File: src/rtl/cmos_updown_counter.sv
// rtl/cmos_updown_counter.sv - modulo up/down counter with clamped load, terminal count and sticky overflow
module cmos_updown_counter #(
   parameter int WIDTH    = 4,
   parameter int MODULO   = 2 ** WIDTH,
   parameter bit SATURATE = 1'b0
) (
   input  logic             clk,
   input  logic             rst,
   input  logic             en,
   input  logic             up,
   input  logic             load,
   input  logic [WIDTH-1:0] D,
   input  logic             clr_ov,
   output logic [WIDTH-1:0] Q,
   output logic             TC,
   output logic             OV
);

   localparam logic [WIDTH-1:0] MAX_VAL = WIDTH'(MODULO - 1);
   localparam logic [WIDTH-1:0] ONE     = WIDTH'(1);

   logic             at_top;
   logic             at_bot;
   logic [WIDTH-1:0] q_next;
   logic             ov_set;
   logic             ov_next;

   assign at_top = (Q == MAX_VAL);
   assign at_bot = (Q == '0);

   // Raised in the cycle whose edge will wrap or saturate, so consumers see it at that same edge.
   assign TC = en & ((up & at_top) | (~up & at_bot));

   always_comb begin
      q_next = Q;
      ov_set = 1'b0;
      if (load) begin
         q_next = (D > MAX_VAL) ? MAX_VAL : D;
      end else if (en) begin
         if (up) begin
            if (at_top) begin
               ov_set = 1'b1;
               q_next = SATURATE ? Q : '0;
            end else begin
               q_next = Q + ONE;
            end
         end else begin
            if (at_bot) begin
               ov_set = 1'b1;
               q_next = SATURATE ? Q : MAX_VAL;
            end else begin
               q_next = Q - ONE;
            end
         end
      end
   end

   // A set event on the same edge as clr_ov leaves the flag high.
   assign ov_next = ov_set | (OV & ~clr_ov);

   always_ff @(posedge clk or posedge rst) begin
      if (rst) begin
         Q  <= '0;
         OV <= 1'b0;
      end else begin
         Q  <= q_next;
         OV <= ov_next;
      end
   end

endmodule

File: config.mk
export PLATFORM = sky130hd
export DESIGN_NAME = cmos_updown_counter
export DESIGN_NICKNAME = d
export VERILOG_FILES = /design/src/rtl/cmos_updown_counter.sv
export SDC_FILE = /design/constraint.sdc
export NUM_CORES = 1
export LEC_CHECK = 0
export CORE_AREA = 2 2 39 41
export DETAILED_ROUTE_END_ITERATION = 10
export DIE_AREA = 0 0 41 43
export SYNTH_ARGS = -nofsm -noshare
export SYNTH_HDL_FRONTEND = slang
export SYNTH_SLANG_ARGS = --single-unit
File: constraint.sdc
create_clock -name clk -period 2.6 [get_ports clk]
set_input_delay 0.65 -clock clk [delete_from_list [all_inputs] [get_ports clk]]
set_output_delay 0.65 -clock clk [all_outputs]
set_load 0.02 [all_outputs]
# After elaboration in Yosys (flattened, before gate mapping)
# Index checks and enable logic that the tools add are counted.
[op_classes]
n_addsub = 2
mul = 0
n_div = 0
order_cmp = 1
n_eq_ne = 1
n_shift = 0
mux = 11
bitwise = 8
n_reduce_logical = 2
[ops]
columns = ["cell", "count"]
rows = [
  ["4-bit two-way mux", 6],
  ["1-bit two-way mux", 5],
  ["4-bit by 1-bit adder with 4-bit output (second input constant)", 1],
  ["1-bit AND", 4],
  ["4-bit == test (second input constant)", 1],
  ["4-bit greater-than comparator (second input constant)", 1],
  ["4-bit logical NOT", 1],
  ["4-bit by 1-bit subtractor with 4-bit output (second input constant)", 1],
  ["1-bit inverter", 2],
  ["1-bit bitwise OR", 2],
  ["2-bit nonzero test", 1],
]
[totals]
ff_bits = 5
latch_bits = 0
mem_bits_rw = 0
rom_bits = 0
input_bits = 10
out_inout_bits = 6
elab_cells = 27
memories = 0

# Logic depth before layout (Yosys ltp)
# Gate-level depths: netlist (run 1).
[logic_depth]
word_depth = 6
ltp_mapped = 6
mapped_depth_nobuf = 6

# Worst setup path before layout (run 1)
# OpenSTA, ideal clock, no wires.
[synth_path]
path_type = "register to output"
from = "reg Q[0]"
to = "out TC"
arrival_ns = 1.509
required_ns = 1.950
path_slack_ns = 0.441
path_stages_with_launch = 5
path_buffers = 0
cell_sequence = "dfrtp_1 ha_1 and2_1 nand3_1 a21boi_0"
[synth_via]
elab_chain_len = 4
word_cells_on_any_way = 6
classes_between = "1 x eq/ne; 4 x bitwise; 1 x reduce/logical"
[synth_rtl]
columns = ["item", "line_no", "rtl"]
rows = [
  ["start: declaration", "14", "output logic [WIDTH-1:0] Q,"],
  ["start signal: assignment", "66", "Q <= q_next;"],
  ["4-bit == test / 4-bit logical NOT (equally long branches)", "28, 29", ""],
  ["1-bit AND", "32", "assign TC = en & ((up & at_top) | (~up & at_bot));"],
  ["1-bit bitwise OR *", "32", ""],
  ["1-bit AND *", "32", ""],
  ["end: declaration", "15", "output logic TC,"],
]
# Every way passes the cells marked *; elsewhere a longest branch is shown, timed or not.

# Worst setup path after layout (run 1)
[layout_path]
from = "in up"
to = "out TC"
[layout_via]
elab_chain_len = 4
word_cells_on_any_way = 5
classes_between = "5 x bitwise"
[layout_rtl]
columns = ["item", "line_no", "rtl"]
rows = [
  ["start: declaration", "10", "input logic up,"],
  ["1-bit inverter", "32", ""],
  ["1-bit AND", "32", ""],
  ["1-bit bitwise OR *", "32", ""],
  ["1-bit AND *", "32", ""],
]
# Marks and branches as above.

==> impl_metrics.py, run 1 <==
metrics = {
    "outcome": {
        "status": "complete, no violations",
    },
    "place": {
        "dp_cells": 77,
        "gp_congestion": 0.6875,
        "dp_hpwl_um": 668.2,
        "port_buffers": 15,
        "dpl-instance-area_um2": 556.8,
    },
    "run": {
        "drv_cap": 0,
    },
    "drt": {
        "vias_per_cell": 4.556,
        "routedWlPerCell_um": 10.36,
        "firstDrtPassIters": 3,
        "routed_wl_um": 839,
        "drtIter0Drc": 1,
        "ant_nets": 0,
        "drc": 0,
        "num_vias": 369,
    },
    "sta": {
        "fin_crit_ns": 2.487,
        "period_share_pct": 95.65,
        "final-max-slew-violation-count": 0,
        "slew_headroom_pct": 80.53,
        "fmax_mhz": 402.1,
        "skew_ns": 0.002628,
        "setup_viol": 0,
        "hold_viol": 0,
        "tightestPinTransition_ns": 0.2911,
        "rsz0062_at_grt": "no",
    },
    "synthesis": {
        "synth_cells": 43,
        "yosys-top-cells-area": "dfrtp_1 35%, ha_1 6.9%, o21ai_0 6.9%",
        "synth_top_area_share_pct": 34.72,
        "synth_fp_nets": 55,
        "yosysWarningCount": 0,
        "yosysSeqAreaShare_pct": 34.72,
        "syn_area_um2": 360.3,
        "syn_area_per_cell_um2": 8.380,
        "ys_seq_elements": 5,
        "synth_top_area_cell": "dfrtp_1",
        "synth_cell_type_count": 22,
    },
    "worst_setup_path": {
        "criticalPathCategory": "primary input to output pin",
        "cp_slowest_cell": "clkdlybuf4s50_1",
        "worst_setup_path_end_kind": "output pin",
        "worst-path-max-fanout": 3,
        "path_cells": "clkdlybuf4s50_1 > and2_1 > nand3_1 > a21boi_1 > clkdlybuf4s15_2",
        "cp_data_required_time_ns": 1.95,
        "worstPathArrival_ns": 1.84,
        "startpoint_type": "primary input",
        "slowest_delay_ns": 0.49,
    },
    "cts": {
        "cts-root-buf": "clkbuf_4",
        "cts.sink_count": 5,
        "clock_latency_ns": 0.24,
        "post_cts_buffers": 0,
        "hold_buffers": 0,
        "cts_inserted_buffers": 3,
        "cts_tree": "done",
        "htree_levels": 1,
        "cts.clk_slew.worst_paths_ns": 0.04,
        "cts_buffer_depth": 2,
        "ctsResizeCount": 4,
    },
    "global_routing": {
        "grt_pass1_vias": 298,
        "grt_antenna_before_repair": 0,
        "grt_util_all_layers_pct": 10.55,
        "grt_max_degree": 10,
        "grt_overflow": 0,
        "grt_pass1_wl_um": 1186,
    },
    "power_and_ir_drop": {
        "powerDensity_mw_per_mm2": 519.2,
        "ir_worst_vdd_mv": 0.3384,
        "p_leak_nw": 0.2611,
    },
    "floorplan": {
        "io_pins": 16,
        "dieWidth_um": 41,
        "initial_utilization_pct": 26.04,
        "core_mm2": 0.001384,
        "die_h_um": 43,
        "die_area_mm2": 0.001763,
        "rows": 14,
    },
    "layout": {
        "fin_nets": 78,
        "layout.cells.non_filler": 81,
        "diodes": 0,
        "drive_above_1_share_pct": 13.85,
        "synthToLayoutAreaGrowth_pct": 62.15,
        "design_area_um2": 584.3,
    },
    "min_path": {
        "hp-class": "flip-flop to flip-flop",
    },
}
[area by class of cell]
type,count,area (µm²)
multi-input cells,32,212.7
fillers,146,799.5
inverters,5,18.77
well taps,16,20.02
clock buffers,4,26.28
flip-flops and latches,5,125.1
repair buffers,19,181.4
[sequential cells by signal (all words and copies together), names as in the netlist]
signal	flops
Q	4
OV	1
[Yosys cell counts, drive strengths merged]
| cell type | instances |
|---|---|
| or3 | 1 |
| o21bai | 1 |
| nor2 | 1 |
| mux2i | 1 |
| and2 | 1 |
| a22o | 1 |
| nor2b | 1 |
| nor3b | 1 |
| dfrtp | 5 |
| nand2 | 6 |
| a21boi | 1 |
| nand3 | 2 |
| clkbuf | 1 |
| xor2 | 1 |
| o31ai | 1 |
| a221oi | 1 |
| inv | 5 |
| ha | 2 |
| xnor2 | 2 |
| a21o | 1 |
| a21oi | 2 |
| o21ai | 5 |
[routing by layer]
layer  global-route usage [%]  share of wire (%)  vias up
met3                    9.424                 11        0
met1                    11.94                 44      164
met2                    14.69                 45       15
met4                    2.000                  0        0
li1                         -                  -      190
met5                        0                  0        -
[logic make-up after synthesis]
group           count (synthesis)  synth area share [%]
mux                             1                 2.778
flops                           5                 34.72
fa+ha+maj                       2                 6.943
xor+xnor                        3                 7.293
simple gates                   13                 17.36
buf+inv                         6                 6.250
compound gates                 13                 24.65
[through the flow]
stage	setup TNS [ns]	worst slack, ns	utilization [%]	power, W	hold slack, ns
finish	0	0.1132	42.22	0.0003034	0.5149
CTS	0	0.007400	42.22	0.0003084	0.5268
floorplan	0	0.4412	-	0.0001608	0.4285
global placement	-0.3045	-0.3045	40.24	0.0002151	0.5061
detailed placement	-0.3350	-0.3350	40.24	0.0002162	0.5127
global route	0	0.03802	42.22	0.0003238	0.5394
[worst paths after layout]
path	start	end	slack, ns	depth (start not counted)
max in group asynchronous	rst	Q[1]	1.82	2
min	OV	OV	0.51	1
min in group asynchronous	rst	Q[2]	0.61	2
max	up	TC	0.11	5
max reg2reg	Q[0]	Q[2]	1.17	6
min reg2reg	OV	OV	0.51	1
[cell usage in the layout, fill, tap and decap left out, types with 2 or more instances in the layout]
cell type	n
o21ai_0	5
ha_1	2
dfrtp_1	5
nand2_1	6
buf_4	4
inv_1	5
clkbuf_4	3
nand3_1	2
clkdlybuf4s50_1	14
a21oi_1	2
xnor2_1	2
[worst max-delay path: cells and delay by family]
| family | cells | cell delay [ns] |
|---|---|---|
| buffers and inverters | 2 | 0.78 |
| AND/OR/NAND/NOR | 2 | 0.22 |
| AO/OA/AOI/OAI | 1 | 0.19 |
[where the power goes]
| part | switching [W] | internal, W | total, W | leakage (nW) |
|---|---|---|---|---|
| Clock | 0.0000315 | 0.0000580 | 0.0000895 | 0.0150 |
| Combinational | 0.0000505 | 0.0000626 | 0.000113 | 0.184 |
| Sequential | 0.0000135 | 0.0000873 | 0.000101 | 0.0621 |
Power figures use the tool's default switching activity.
==> run 2: changes to the inputs <==
--- a/config.mk
+++ b/config.mk
@@ -8,6 +8,7 @@
 export CORE_AREA = 2 2 39 41
 export DETAILED_ROUTE_END_ITERATION = 10
 export DIE_AREA = 0 0 41 43
+export REMOVE_ABC_BUFFERS = 1
 export SYNTH_ARGS = -nofsm -noshare
 export SYNTH_HDL_FRONTEND = slang
 export SYNTH_SLANG_ARGS = --single-unit
==> run 2 against run 1 <==
Against the previous run: worst hold slack worse by 0.0074 ns; sequential share of layout area about the same; worst setup slack better by 0.060 ns; clock skew up 0.0015 ns; design area up 0.21%; first-iteration DRC count unchanged; via count up 3.0%; power up 2.6%; global-route usage up 1.2 points; utilization up 0.090 points; flip-flop and latch count unchanged; critical endpoint unchanged; largest cell class unchanged.
==> impl_metrics.py, run 2 (synthesis gave the netlist of run 1 again) <==
metrics = {
    "sta": {
        "slew_headroom_pct": 80.57,
        "hold_viol": 0,
        "tightestPinTransition_ns": 0.2906,
        "hold_ws_ns": 0.5074,
        "fin_crit_ns": 2.427,
        "rsz0062_at_grt": "no",
        "setup_viol": 0,
        "final-max-slew-violation-count": 0,
        "skew_ns": 0.004089,
        "fmax_mhz": 412.1,
        "period_share_pct": 93.34,
    },
    "worst_setup_path": {
        "worstPathArrival_ns": 1.78,
        "cp_slowest_cell": "clkdlybuf4s50_1",
        "cp_data_required_time_ns": 1.95,
        "reg2reg_depth": 4,
        "worst_setup_path_end_kind": "output pin",
        "rrSetupSlack_ns": 1.17,
        "startpoint_type": "primary input",
        "criticalPathCategory": "primary input to output pin",
        "r2r_end": "Q[3]",
        "r2r-start": "Q[0]",
        "worst-path-max-fanout": 4,
        "slowest_delay_ns": 0.51,
        "path_cells": "clkdlybuf4s50_1 > and2_1 > nand3_1 > a21boi_1 > buf_2",
    },
    "drt": {
        "num_vias": 380,
        "routed_wl_um": 879,
        "drc": 0,
        "ant_nets": 0,
        "vias_per_cell": 4.634,
        "drtIter0Drc": 1,
        "routedWlPerCell_um": 10.72,
        "firstDrtPassIters": 3,
    },
    "floorplan": {
        "die_h_um": 43,
        "io_pins": 16,
        "core_mm2": 0.001384,
        "rows": 14,
        "initial_utilization_pct": 26.04,
        "die_area_mm2": 0.001763,
        "dieWidth_um": 41,
    },
    "layout": {
        "layout_common_cells": "14 x clkdlybuf4s50_1, 6 x nand2_1",
        "drive_above_1_share_pct": 15.15,
        "largestRegisters": "Q (4), OV (1)",
        "synthToLayoutAreaGrowth_pct": 62.50,
        "diodes": 0,
        "fin_nets": 79,
        "layout_commonest_cell": "clkdlybuf4s50_1",
        "design_area_um2": 585.6,
        "regMostFlops": "Q",
        "largest_reg_flops": 4,
    },
    "min_path": {
        "hp-class": "flip-flop to flip-flop",
        "min_from": "OV",
        "holdPathEnd": "OV",
        "hold_path_depth": 1,
    },
    "cts": {
        "htree_levels": 1,
        "cts_buffer_depth": 2,
        "ctsResizeCount": 5,
        "hold_buffers": 0,
        "clock_latency_ns": 0.25,
        "cts_tree": "done",
        "cts-root-buf": "clkbuf_4",
        "cts_inserted_buffers": 3,
        "cts.clk_slew.worst_paths_ns": 0.05,
        "cts.sink_count": 5,
        "post_cts_buffers": 0,
    },
    "global_routing": {
        "grt_pass1_wl_um": 1345,
        "grt_antenna_before_repair": 0,
        "grt_util_all_layers_pct": 11.78,
        "grt_overflow": 0,
        "grt_max_degree": 10,
        "grt_pass1_vias": 347,
    },
    "power_and_ir_drop": {
        "ir_worst_vdd_mv": 0.1964,
        "p_leak_nw": 0.2678,
        "powerDensity_mw_per_mm2": 531.3,
    },
    "outcome": {
        "status": "complete, no violations",
    },
    "run": {
        "drv_cap": 0,
    },
    "place": {
        "dpl-instance-area_um2": 564.3,
        "dp_hpwl_um": 706.7,
        "port_buffers": 15,
        "gp_congestion": 0.7046,
    },
}
run 2: cell count changes in the layout (fill, tap and decap cells not counted):
cell,previous run,this run
buf_2,0,1
buf_4,4,5
clkdlybuf4s15_2,1,0
run 2: worst max-delay path, delay by kind of cell:
family / cells / cell delay, ns
and+or+nand+nor: 2 / 0.24
AOI/OAI and AO/OA: 1 / 0.18
buffers and inverters: 2 / 0.71
run 2: power by group:
group          internal, W  leakage [nW]  switching [W]  total (W)
Clock            0.0000582        0.0150      0.0000351  0.0000933
Combinational    0.0000651         0.191      0.0000551   0.000120
Sequential       0.0000873        0.0621      0.0000102  0.0000975
run 2: metal layers:
layer / part of all wire (%) / global-route usage [%] / vias to the layer above
met5: 0 / 0 / -
met4: 1.1 / 6.667 / 0
met3: 10 / 4.712 / 2
met2: 50 / 19.69 / 15
met1: 38 / 11.36 / 172
li1: - / - / 191
run 2: worst max-delay path by stage:
stage / from / endpoint / slack, ns / cells past startpoint
floorplan: Q[0] / TC / 0.44 / 4
global placement: up / TC / -0.32 / 5
detailed placement: up / TC / -0.37 / 5
CTS: up / TC / 0.06 / 5
global route: up / TC / 0.09 / 5
finish: up / TC / 0.17 / 5
run 2: area by class of cell:
cell class	count	area, µm²
clock buffers	4	26.28
fillers	141	798.3
inverters	5	18.77
multi-input cells	32	212.7
flip-flops and latches	5	125.1
well taps	16	20.02
repair buffers	20	182.7
run 2: per-stage QoR:
step                total power, W  setup slack [ns]  utilization (%)  cells  setup TNS [ns]
floorplan                0.0001594            0.4412                -     42               0
global route             0.0003343           0.08566            42.31     82               0
finish                   0.0003111            0.1731            42.31     82               0
CTS                      0.0003170           0.05730            42.77     82               0
detailed placement       0.0002203           -0.3742            40.78     78         -0.3742
global placement         0.0002192           -0.3247            40.78     78         -0.3247
